$ cat config.mk
export PLATFORM = sky130hd
export DESIGN_NAME = interleaved_fifo
export DESIGN_NICKNAME = d
export VERILOG_FILES = /design/src/rtl/mem_pkg.sv /design/src/rtl/fifo_byte_bank.sv /design/src/rtl/interleaved_fifo.sv
export SDC_FILE = /design/constraint.sdc
export NUM_CORES = 2
export LEC_CHECK = 0
export ABC_AREA = 1
export ABC_CLOCK_PERIOD_IN_PS = 7360
export CAP_MARGIN = 20
export CORE_MARGIN = 5
export CORE_UTILIZATION = 61
export DETAILED_ROUTE_END_ITERATION = 10
export PLACE_DENSITY = 0.78
export SYNTH_ARGS = -nofsm -noshare
export SYNTH_HDL_FRONTEND = slang
export SYNTH_SLANG_ARGS = --single-unit
$ cat constraint.sdc
create_clock -name clk -period 7.36 [get_ports clk]
set_clock_uncertainty 0.05 [all_clocks]
set_input_delay 1.104 -clock clk [delete_from_list [all_inputs] [get_ports clk]]
set_output_delay 1.104 -clock clk [all_outputs]
set_load 0.1 [all_outputs]
$ cat src/rtl/mem_pkg.sv
// Shared defaults and width helpers for the interleaved byte FIFO.
package mem_pkg;

    localparam int unsigned LANES_DEF       = 32'd8;
    localparam int unsigned DEPTH_BYTES_DEF = 32'd256;

    // Bits needed to name one byte lane.
    function automatic int unsigned lane_width(input int unsigned lanes);
        return $clog2(lanes);
    endfunction

    // Bits needed to address one row of a bank.
    function automatic int unsigned row_width(input int unsigned depth_bytes, input int unsigned lanes);
        return $clog2(depth_bytes / lanes);
    endfunction

    // Request length field: must hold the value LANES itself.
    function automatic int unsigned len_width(input int unsigned lanes);
        return $clog2(lanes) + 32'd1;
    endfunction

    // Fill level field: must hold the value DEPTH_BYTES itself.
    function automatic int unsigned level_width(input int unsigned depth_bytes);
        return $clog2(depth_bytes) + 32'd1;
    endfunction

    // A request length is legal when it moves between 1 and LANES bytes.
    function automatic logic len_legal(input int unsigned len, input int unsigned lanes);
        return (len >= 32'd1) && (len <= lanes);
    endfunction

endpackage

$ cat src/rtl/fifo_byte_bank.sv
// One byte-wide bank of the interleaved FIFO: simple dual-port RAM with a
// registered (synchronous) read port. Contents are deliberately not reset;
// the FIFO level hides whatever the array holds after reset.
module fifo_byte_bank
    import mem_pkg::*;
#(
    parameter int unsigned ROWS  = DEPTH_BYTES_DEF / LANES_DEF,
    parameter int unsigned ROW_W = $clog2(ROWS)
) (
    input  logic             clk,
    input  logic             we,
    input  logic [ROW_W-1:0] waddr,
    input  logic [7:0]       wdata,
    input  logic             re,
    input  logic [ROW_W-1:0] raddr,
    output logic [7:0]       rdata
);

    logic [7:0] mem_r [ROWS];
    logic [7:0] rdata_r;

    // Write port: store one byte when enabled.
    always_ff @(posedge clk) begin
        if (we) begin
            mem_r[waddr] <= wdata;
        end
    end

    // Read port: capture the addressed byte; hold it otherwise.
    always_ff @(posedge clk) begin
        if (re) begin
            rdata_r <= mem_r[raddr];
        end
    end

    assign rdata = rdata_r;

endmodule

$ cat src/rtl/interleaved_fifo.sv
// Byte-granular FIFO built from LANES byte banks. Stream byte a lives in bank
// a%LANES at row a/LANES, so any 1..LANES consecutive bytes touch each bank at
// most once and can be moved in a single cycle.
module interleaved_fifo
    import mem_pkg::*;
#(
    parameter int unsigned LANES       = LANES_DEF,
    parameter int unsigned DEPTH_BYTES = DEPTH_BYTES_DEF
) (
    input  logic                                 clk,
    input  logic                                 reset,
    input  logic                                 flush,
    input  logic                                 wr_valid,
    input  logic [len_width(LANES)-1:0]          wr_len,
    input  logic [LANES*8-1:0]                   wr_data,
    output logic                                 wr_ready,
    input  logic                                 rd_req,
    input  logic [len_width(LANES)-1:0]          rd_len,
    output logic                                 rd_ready,
    output logic                                 rd_valid,
    output logic [LANES*8-1:0]                   rd_data,
    output logic [level_width(DEPTH_BYTES)-1:0]  level,
    output logic                                 full,
    output logic                                 empty,
    output logic                                 len_err
);

    localparam int unsigned LANE_W = lane_width(LANES);
    localparam int unsigned ROWS   = DEPTH_BYTES / LANES;
    localparam int unsigned ROW_W  = row_width(DEPTH_BYTES, LANES);
    localparam int unsigned PTR_W  = $clog2(DEPTH_BYTES);
    localparam int unsigned LEN_W  = len_width(LANES);
    localparam int unsigned LVL_W  = level_width(DEPTH_BYTES);
    localparam logic [LVL_W-1:0] DEPTH_LVL = LVL_W'(DEPTH_BYTES);

    // Pointers are byte addresses; their natural wrap is the modulo-depth wrap.
    logic [PTR_W-1:0]   wr_ptr_r, rd_ptr_r, wr_ptr_nxt_s, rd_ptr_nxt_s;
    logic [LVL_W-1:0]   level_r, level_nxt_s, free_s;
    logic               full_r, empty_r;
    logic               wr_len_ok_s, rd_len_ok_s, wr_ready_s, rd_ready_s;
    logic               wr_acc_s, rd_acc_s;
    logic [LANE_W-1:0]  wr_lo_s, rd_lo_s, rd_lo_r, rot_idx_s;
    logic [ROW_W-1:0]   wr_row_s, rd_row_s;
    logic [LANES-1:0]   rd_mask_s, rd_mask_r;
    logic               rd_valid_r, len_err_r;
    logic [LANES*8-1:0] bank_q_s, rd_data_s;

    // Length legality, space/level handshakes and the accept decisions.
    always_comb begin
        wr_len_ok_s = len_legal(32'(wr_len), LANES);
        rd_len_ok_s = len_legal(32'(rd_len), LANES);
        free_s      = DEPTH_LVL - level_r;
        wr_ready_s  = (free_s >= LVL_W'(wr_len));
        rd_ready_s  = (level_r >= LVL_W'(rd_len));
        wr_acc_s    = wr_valid && wr_ready_s && wr_len_ok_s && !flush;
        rd_acc_s    = rd_req && rd_ready_s && rd_len_ok_s && !flush;
        wr_lo_s     = wr_ptr_r[LANE_W-1:0];
        wr_row_s    = wr_ptr_r[PTR_W-1:LANE_W];
        rd_lo_s     = rd_ptr_r[LANE_W-1:0];
        rd_row_s    = rd_ptr_r[PTR_W-1:LANE_W];
    end

    // Next pointers and level; flush overrides any same-cycle transfer.
    always_comb begin
        wr_ptr_nxt_s = wr_ptr_r;
        rd_ptr_nxt_s = rd_ptr_r;
        level_nxt_s  = level_r;
        if (flush) begin
            wr_ptr_nxt_s = '0;
            rd_ptr_nxt_s = '0;
            level_nxt_s  = '0;
        end else begin
            if (wr_acc_s) begin
                wr_ptr_nxt_s = wr_ptr_r + PTR_W'(wr_len);
            end else begin
                wr_ptr_nxt_s = wr_ptr_r;
            end
            if (rd_acc_s) begin
                rd_ptr_nxt_s = rd_ptr_r + PTR_W'(rd_len);
            end else begin
                rd_ptr_nxt_s = rd_ptr_r;
            end
            level_nxt_s = level_r
                        + (wr_acc_s ? LVL_W'(wr_len) : {LVL_W{1'b0}})
                        - (rd_acc_s ? LVL_W'(rd_len) : {LVL_W{1'b0}});
        end
    end

    // Pointer, level and status flag registers.
    always_ff @(posedge clk or negedge reset) begin
        if (!reset) begin
            wr_ptr_r <= '0;
            rd_ptr_r <= '0;
            level_r  <= '0;
            full_r   <= 1'b0;
            empty_r  <= 1'b1;
        end else begin
            wr_ptr_r <= wr_ptr_nxt_s;
            rd_ptr_r <= rd_ptr_nxt_s;
            level_r  <= level_nxt_s;
            full_r   <= (level_nxt_s == DEPTH_LVL);
            empty_r  <= (level_nxt_s == {LVL_W{1'b0}});
        end
    end

    // Lanes below the accepted read length carry data; the rest read as zero.
    always_comb begin
        rd_mask_s = '0;
        for (int j = 0; j < LANES; j++) begin
            rd_mask_s[j] = (LEN_W'(j) < rd_len);
        end
    end

    for (genvar b = 0; b < LANES; b++) begin : g_bank
        localparam logic [LANE_W-1:0] BANK = LANE_W'(b);
        logic [LANE_W-1:0] wk_s;
        logic              we_s;
        logic [7:0]        wbyte_s;
        logic [ROW_W-1:0]  wrow_s, rrow_s;

        // Map this bank to its write byte index and the row for each port;
        // banks below the start lane belong to the following row.
        always_comb begin
            wk_s    = BANK - wr_lo_s;
            we_s    = wr_acc_s && ({1'b0, wk_s} < wr_len);
            wbyte_s = wr_data[{wk_s, 3'b000} +: 8];
            wrow_s  = (BANK < wr_lo_s) ? (wr_row_s + ROW_W'(1)) : wr_row_s;
            rrow_s  = (BANK < rd_lo_s) ? (rd_row_s + ROW_W'(1)) : rd_row_s;
        end

        fifo_byte_bank #(
            .ROWS  (ROWS),
            .ROW_W (ROW_W)
        ) u_bank (
            .clk   (clk),
            .we    (we_s),
            .waddr (wrow_s),
            .wdata (wbyte_s),
            .re    (rd_acc_s),
            .raddr (rrow_s),
            .rdata (bank_q_s[8*b +: 8])
        );
    end

    // Read-side pipeline: valid pulse, start lane and lane mask of the read
    // accepted last cycle, plus the length-error pulse.
    always_ff @(posedge clk or negedge reset) begin
        if (!reset) begin
            rd_valid_r <= 1'b0;
            rd_lo_r    <= '0;
            rd_mask_r  <= '0;
            len_err_r  <= 1'b0;
        end else begin
            rd_valid_r <= rd_acc_s;
            len_err_r  <= (wr_valid && !wr_len_ok_s) || (rd_req && !rd_len_ok_s);
            if (rd_acc_s) begin
                rd_lo_r   <= rd_lo_s;
                rd_mask_r <= rd_mask_s;
            end else begin
                rd_lo_r   <= rd_lo_r;
                rd_mask_r <= '0;
            end
        end
    end

    // Rotate bank outputs so the oldest byte lands in lane 0.
    always_comb begin
        rd_data_s = '0;
        rot_idx_s = '0;
        for (int j = 0; j < LANES; j++) begin
            rot_idx_s = rd_lo_r + LANE_W'(j);
            if (rd_mask_r[j]) begin
                rd_data_s[8*j +: 8] = bank_q_s[{rot_idx_s, 3'b000} +: 8];
            end else begin
                rd_data_s[8*j +: 8] = 8'h00;
            end
        end
    end

    assign wr_ready = wr_ready_s;
    assign rd_ready = rd_ready_s;
    assign rd_valid = rd_valid_r;
    assign rd_data  = rd_data_s;
    assign level    = level_r;
    assign full     = full_r;
    assign empty    = empty_r;
    assign len_err  = len_err_r;

endmodule

==> Yosys cells after proc, flatten, opt, wreduce, memory -nomap -nowiden <==
Memory sizes are Yosys's and may differ from the RTL's. A register that Yosys moved wholly into a read port is not among the register bits.
Index checks and enable logic that the tools add are counted.
{ "word_totals": {"regBits": 40, "latch_bits": 0, "ramBits": 2048, "mem_bits_ro": 0, "mem_count": 8} }
{ "mem_list": {"columns": ["name", "depth", "width", "rd", "rd_clocked_by_memory_dff", "wr", "line_no", "text"], "rows": [
  ["g_bank[0].u_bank.mem_r", 32, 8, 1, 1, 1, "fifo_byte_bank.sv:19", "logic [7:0] mem_r [ROWS];"],
  ["g_bank[1].u_bank.mem_r", 32, 8, 1, 1, 1, "fifo_byte_bank.sv:19", null],
  ["g_bank[2].u_bank.mem_r", 32, 8, 1, 1, 1, "fifo_byte_bank.sv:19", null],
  ["g_bank[3].u_bank.mem_r", 32, 8, 1, 1, 1, "fifo_byte_bank.sv:19", null],
  ["g_bank[4].u_bank.mem_r", 32, 8, 1, 1, 1, "fifo_byte_bank.sv:19", null],
  ["g_bank[5].u_bank.mem_r", 32, 8, 1, 1, 1, "fifo_byte_bank.sv:19", null],
  ["+2 memories", null, null, null, null, null, null, null]
]} }
{ "op_classes": {"n_addsub": 22, "mul": 0, "n_div": 0, "n_lt_le_gt_ge": 38, "n_eq_ne": 1, "shift": 16, "mux": 48, "bitwise_logic": 0, "reduce_logical": 25} }
{ "op_table": {"columns": ["op", "count"], "rows": [
  ["$shiftx A64 B7 Y8", 16],
  ["$mux W8", 13],
  ["$mux W5", 16],
  ["$lt A3 B4 Y1", 8],
  ["$lt A3 B3 Y1 const A", 8],
  ["$ge A9 B4 Y1", 2],
  ["$logic_and A1 B1 Y1", 18],
  ["$add A8 B4 Y8", 2],
  ["$lt A3 B4 Y1 const A", 4],
  ["$mux W1", 16],
  ["$add A3 B3 Y3 const B", 4],
  ["$lt A1 B3 Y1 const A", 4],
  ["$lt A2 B3 Y1 const A", 4],
  ["$sub A3 B3 Y3 const A", 4],
  ["$add A5 B1 Y5 const B", 2],
  ["$add A9 B4 Y9", 1],
  ["$eq A9 B9 Y1 const B", 1],
  ["$logic_not A9 Y1", 1],
  ["$mux W9", 1],
  ["$sub A9 B4 Y9", 1],
  ["$sub A9 B9 Y9 const A", 1],
  ["$ge A4 B1 Y1 const B", 2],
  ["$le A4 B4 Y1 const B", 2],
  ["$lt A1 B4 Y1 const A", 2],
  ["9 further kinds", 17]
]} }

==> Longest topological paths before layout <==
{ "depth": {"ltp_word": 10, "ltp_mapped": 27} }

==> Hierarchy <==
Synthesis repeated with hierarchy kept, for this count alone.
{ "unflattened": {"cells_unflattened": 8967, "hier_area_um2": 95808.1} }
{ "by_module_without_submodules": {"columns": ["module", "instances", "cells_each", "area_each_um2"], "rows": [
  ["fifo_byte_bank", 8, 922, 10866.7],
  ["interleaved_fifo", 1, 1591, 8874.8]
]} }

==> Least setup slack after synthesis <==
No wires, ideal clock.
{ "synth_timing": {"kind": "input -> register", "startpoint": "input rd_len[2]", "endpoint": "register empty_r (netlist: empty)", "setup_time_ns": 0.067, "t_arrival_ns": 5.433, "t_required_ns": 7.243, "path_slack_ns": 1.810, "cell_stages": 20, "n_path_buf": 1, "cell_sequence": "inv_1 > ha_1 > a21oi_1 > o21ai_0 > o21bai_1 > nand4_1 > nand2_1 > nor2_1 > inv_1 > clkbuf_1 > nor2_1 > fa_1 > inv_1 > ha_1 > a21o_1 > a31o_2 > or2_2 > nand3_1 > nand4_1 > nor2_1"} }
{ "synth_via": {"elab_chain_len": 8, "word_cells_on_any_way": 11, "classes_between": "1 x add/sub; 3 x order compare; 2 x mux; 5 x reduce/logical"} }
{ "synth_rtl": {"columns": ["element", "line_no", "text"], "rows": [
  ["start: declaration", "interleaved_fifo.sv:18", "input logic [len_width(LANES)-1:0] rd_len,"],
  ["$ge A9 B4 Y1", "interleaved_fifo.sv:54", "rd_ready_s = (level_r >= LVL_W'(rd_len));"],
  ["named net rd_ready", "interleaved_fifo.sv:19", "output logic rd_ready,"],
  ["$logic_and A1 B1 Y1 (3 in series)", "interleaved_fifo.sv:56", "rd_acc_s = rd_req && rd_ready_s && rd_len_ok_s && !flush;"],
  ["$mux W4", "interleaved_fifo.sv:85", "- (rd_acc_s ? LVL_W'(rd_len) : {LVL_W{1'b0}});"],
  ["$sub A9 B4 Y9", "interleaved_fifo.sv:85", null],
  ["$mux W9", "interleaved_fifo.sv:68", "if (flush) begin"],
  ["$logic_not A9 Y1", "interleaved_fifo.sv:102", "empty_r <= (level_nxt_s == {LVL_W{1'b0}});"],
  ["end signal: assignment", "interleaved_fifo.sv:102", null],
  ["end: declaration", "interleaved_fifo.sv:39", "logic full_r, empty_r;"]
]} }
The timed path passes the listed nets, and every way through them passes these cells.
A chain may end at the register's enable or synchronous reset.

==> Worst setup path after layout <==
{ "layout_timing": {"startpoint": "register rd_lo_r[0]", "endpoint": "output rd_data[15]"} }
{ "layout_via": {"elab_chain_len": 3} }
{ "layout_rtl": {"columns": ["element", "line_no", "text"], "rows": [
  ["start: declaration", "interleaved_fifo.sv:42", "logic [LANE_W-1:0] wr_lo_s, rd_lo_s, rd_lo_r, rot_idx_s;"],
  ["start signal: assignment", "interleaved_fifo.sv:157", "rd_lo_r <= rd_lo_s;"],
  ["start signal: assignment", "interleaved_fifo.sv:160", "rd_lo_r <= rd_lo_r;"],
  ["$add A3 B1 Y3", "interleaved_fifo.sv:171", "rot_idx_s = rd_lo_r + LANE_W'(j);"],
  ["$shiftx A64 B7 Y8", "interleaved_fifo.sv:173", "rd_data_s[8*j +: 8] = bank_q_s[{rot_idx_s, 3'b000} +: 8];"],
  ["$mux W8", "interleaved_fifo.sv:172", "if (rd_mask_r[j]) begin"],
  ["end: declaration", "interleaved_fifo.sv:21", "output logic [LANES*8-1:0] rd_data,"]
]} }
No other way between the ends.

==> out/qor.yml <==
yosys:
  yosysWarnings: 0
  synth.area.top_cells: "edfxtp_1 67%, nand2_1 8.0%, o21ai_0 4.5%"
  ys_top_cells_by_count: "2112 x edfxtp_1, 1999 x nand2_1, 853 x o21ai_0"
  yosysSeqAreaShare_pct: 68.30
  ys.flop_type: "edfxtp_1"
  synth_top_family_by_area: "simple AND/OR/NAND/NOR gates"
  yosysMostFrequentCell: "edfxtp_1"
  synth_edf_count: 2112
  synthArstFlopShare_pct: 1.859
  syn_area_mm2: 0.09433
  ys_ff_latch: 2152
  ys_types: 46
  syn_area_per_cell_um2: 11.03
  yosysTopAreaCell: "edfxtp_1"
  synth_cells: 8551
  synth-simple-area-share_pct: 15.60
  synth_nets: 8693
  synth_compound_area_share_pct: 9.686
  synth_fa_ha_area_share_pct: 0.9179
  synth_top_area_share_pct: 67.24
  synth.area.mux_share_pct: 0.8489
  synth_xor_area_share_pct: 0.2215
floorplan:
  rows: 144
  start_util_pct: 61.30
  die_h_um: 403.2
  coreArea_mm2: 0.1539
  boundaryPins: 156
  die_w_um: 403.2
  dieArea_mm2: 0.1626
drt:
  first_pass_iters: 7
  finalWirelength_mm: 280.4
  drt-vias-per-instance: 6.289
  vias: 68130
  first_iter_violations: 10280
  ant_nets: 0
  drc_errors: 0
  post_drt_wl_per_cell_um: 25.88
critical_path:
  crit_type: "reg -> out"
  crit_top_cell: "nor2_1"
  cp.arrival_ns: 5.10
  crit_required_ns: 6.21
  start_kind: "register"
  crit_family: "buffers and inverters"
  critPathSlowestCell: "mux2i_1"
  r2r_slack_ns: 2.31
  crit_fanout: 35
  critPathLaunch: "rd_lo_r[0]"
  path_cells: "buf_4, mux2i_1, inv_1, nand2_1, o21ai_0, nor2_1, nor2_1, clkdlybuf4s50_1"
  cp.buffers_inverters: 3
  rr_startpoint: "wr_ptr_r[1]"
  cp.depth: 8
  reg2reg_depth: 10
  cpPeakStageDelay_ns: 0.99
  timing.rr.end: "g_bank[6].u_bank.mem_r[26][3]"
  crit_end: "rd_data[15]"
  cp-end-kind: "output pin"
power_and_ir_drop:
  ir_drop_v: 0.0003205
  cellLeakagePower_nw: 38.34
  powerDensity_mw_per_mm2: 349.7
cts:
  clock_latency_ns: 0.85
  htreeDepth: 4
  cts_resized: 0
  post_cts_buffers: 0
  cts_buffer_depth: 3
  clkSlewWorstSetupHoldPaths_ns: 0.07
  cts_buffers: 209
  cts_tree: "yes"
  cts_sinks: 2152
  root_buffer: "clkbuf_16"
  cts_hold_buffers: 0
timing:
  min_period_ns: 6.254
  timing.slew.headroom_pct: 19.86
  tightest_slew_ns: 1.198
  tns_ns: 0
  post-route-period-util_pct: 84.97
  rsz0062_at_grt: "no"
  hold_viol_final: 0
  setup_ws_ns: 1.106
  max_freq_ghz: 0.1599
  report.final.slew_viol_count: 0
  setup-violations-final: 0
global_routing:
  grt_max_degree: 132
  grt_pass1_wl_mm: 409.8
  gr-usage-all-layers_pct: 33.82
  grt_pass1_vias: 64580
  grt_overflow: 0
  antenna_found_initial: 22
placement:
  io_buffers: 155
  dpl_cell_area_mm2: 0.09800
  place_ws_ns: 1.632
  numPlacedInstances: 10410
  place_congestion: 0.9990
  detailed_place_hpwl_mm: 178.9
cells_and_area:
  drive_gt1_share_pct: 7.213
  fin_area_mm2: 0.1053
  area_growth_pct: 11.63
  nNetsFinal: 8746
  final-instance-count-excl-fill: 10830
run:
  maxCapViolCount: 0
min_path:
  min_path_type: "in -> async"
run_status:
  outcome: "completed"
[power breakdown]
part	internal (mW)	switching, mW	leakage (nW)
Sequential	14.7	0.214	19.6
Clock	6.15	4.62	3.33
Combinational	2.66	8.53	15.4
[cell families after synthesis]
| kind of cell | Yosys count |
|---|---|
| AO/OA/AOI/OAI | 1552 |
| XOR/XNOR | 23 |
| adder cells (fa/ha/maj) | 65 |
| buffers and inverters | 1051 |
| flip-flops | 2152 |
| multiplexers | 80 |
| AND/OR/NAND/NOR | 3628 |
[routing by layer]
metal / share of wire (%) / GRT usage (%) / routed length (um) / vias up
li1: - / - / - / 30200
met1: 37 / 46.53 / 103000 / 32150
met2: 43 / 49.66 / 121200 / 4935
met3: 15 / 11.93 / 42740 / 837
met4: 4.8 / 13.90 / 13350 / 16
met5: 0.035 / 0 / 97 / -
[sequential cells by signal, summed over array words and instances, names as in the netlist, 3 cells and up]
register	flops
g_bank.u_bank.mem_r	2048
g_bank.u_bank.rdata	64
level	9
rd_lo_r	3
rd_mask_r	8
rd_ptr_r	8
wr_ptr_r	8
[per-stage QoR]
stage	hold slack [ns]	power, mW	util (%)
global route	0.02442	38.13	68.41
floorplan	0.5234	21.70	-
global placement	0.6631	25.63	63.65
finish	0.05096	36.82	68.43
detailed placement	0.6804	25.77	63.69
CTS	0.3944	36.38	68.16
[worst reg2reg max path, stage by stage (launching register included)]
cell and delay [ns]:
dfrtp_2 0.92, inv_1 0.15, ha_1 0.33, inv_1 0.77, ha_1 0.39, a21oi_1 0.19, nor2_1 0.06, o21ai_0 0.23
buf_4 0.21, nand2_1 0.39, nor3_1 0.96
[placed cells by master, fill, tap and decap left out, types with 28 or more instances in the layout]
cell type        Yosys  routed
o221ai_1            55      55
nor3_1              42      42
inv_1              548     544
mux2i_1             80      80
nor2_1             849     847
o211ai_1           332     332
dfrtp_1             39      34
a21oi_1            111     111
clkinv_1             7      49
clkbuf_1           275      42
nand4_1             61      61
buf_4               12     155
edfxtp_1          2112    2112
o21ai_2             10      62
clkbuf_16            0     210
ha_1                58      58
nand3_1            651     651
clkdlybuf4s50_1      0     138
o21ai_0            853     787
o22ai_1             49      49
o21ai_1             56      50
o21bai_1            28      28
a21o_1              46      46
clkinv_2             0      36
nand2_1           1999    1989
[final cells by class]
class                           instances  area (um^2)
Inverter                              574         2157
Clock inverter                        129         1439
Clock buffer                          254         5440
Antenna cell                           14        35.03
Timing Repair Buffer                  319         2983
Tap cell                             2044         2557
Multi-Input combinational cell       5348        26250
Fill cell                           10890        48570
Sequential cell                      2152        64430
[worst min-delay path by stage]
stage / from / endpoint / slack, ns / cells past startpoint
detailed placement: wr_ptr_r[3] / wr_ptr_r[3] / 0.68 / 3
global route: reset / len_err / 0.02 / 1
floorplan: rd_ptr_r[0] / rd_lo_r[0] / 0.52 / 2
finish: reset / len_err / 0.05 / 1
global placement: wr_ptr_r[3] / wr_ptr_r[3] / 0.66 / 3
CTS: reset / rd_ptr_r[3] / 0.39 / 1
Power figures use the tool's default switching activity.
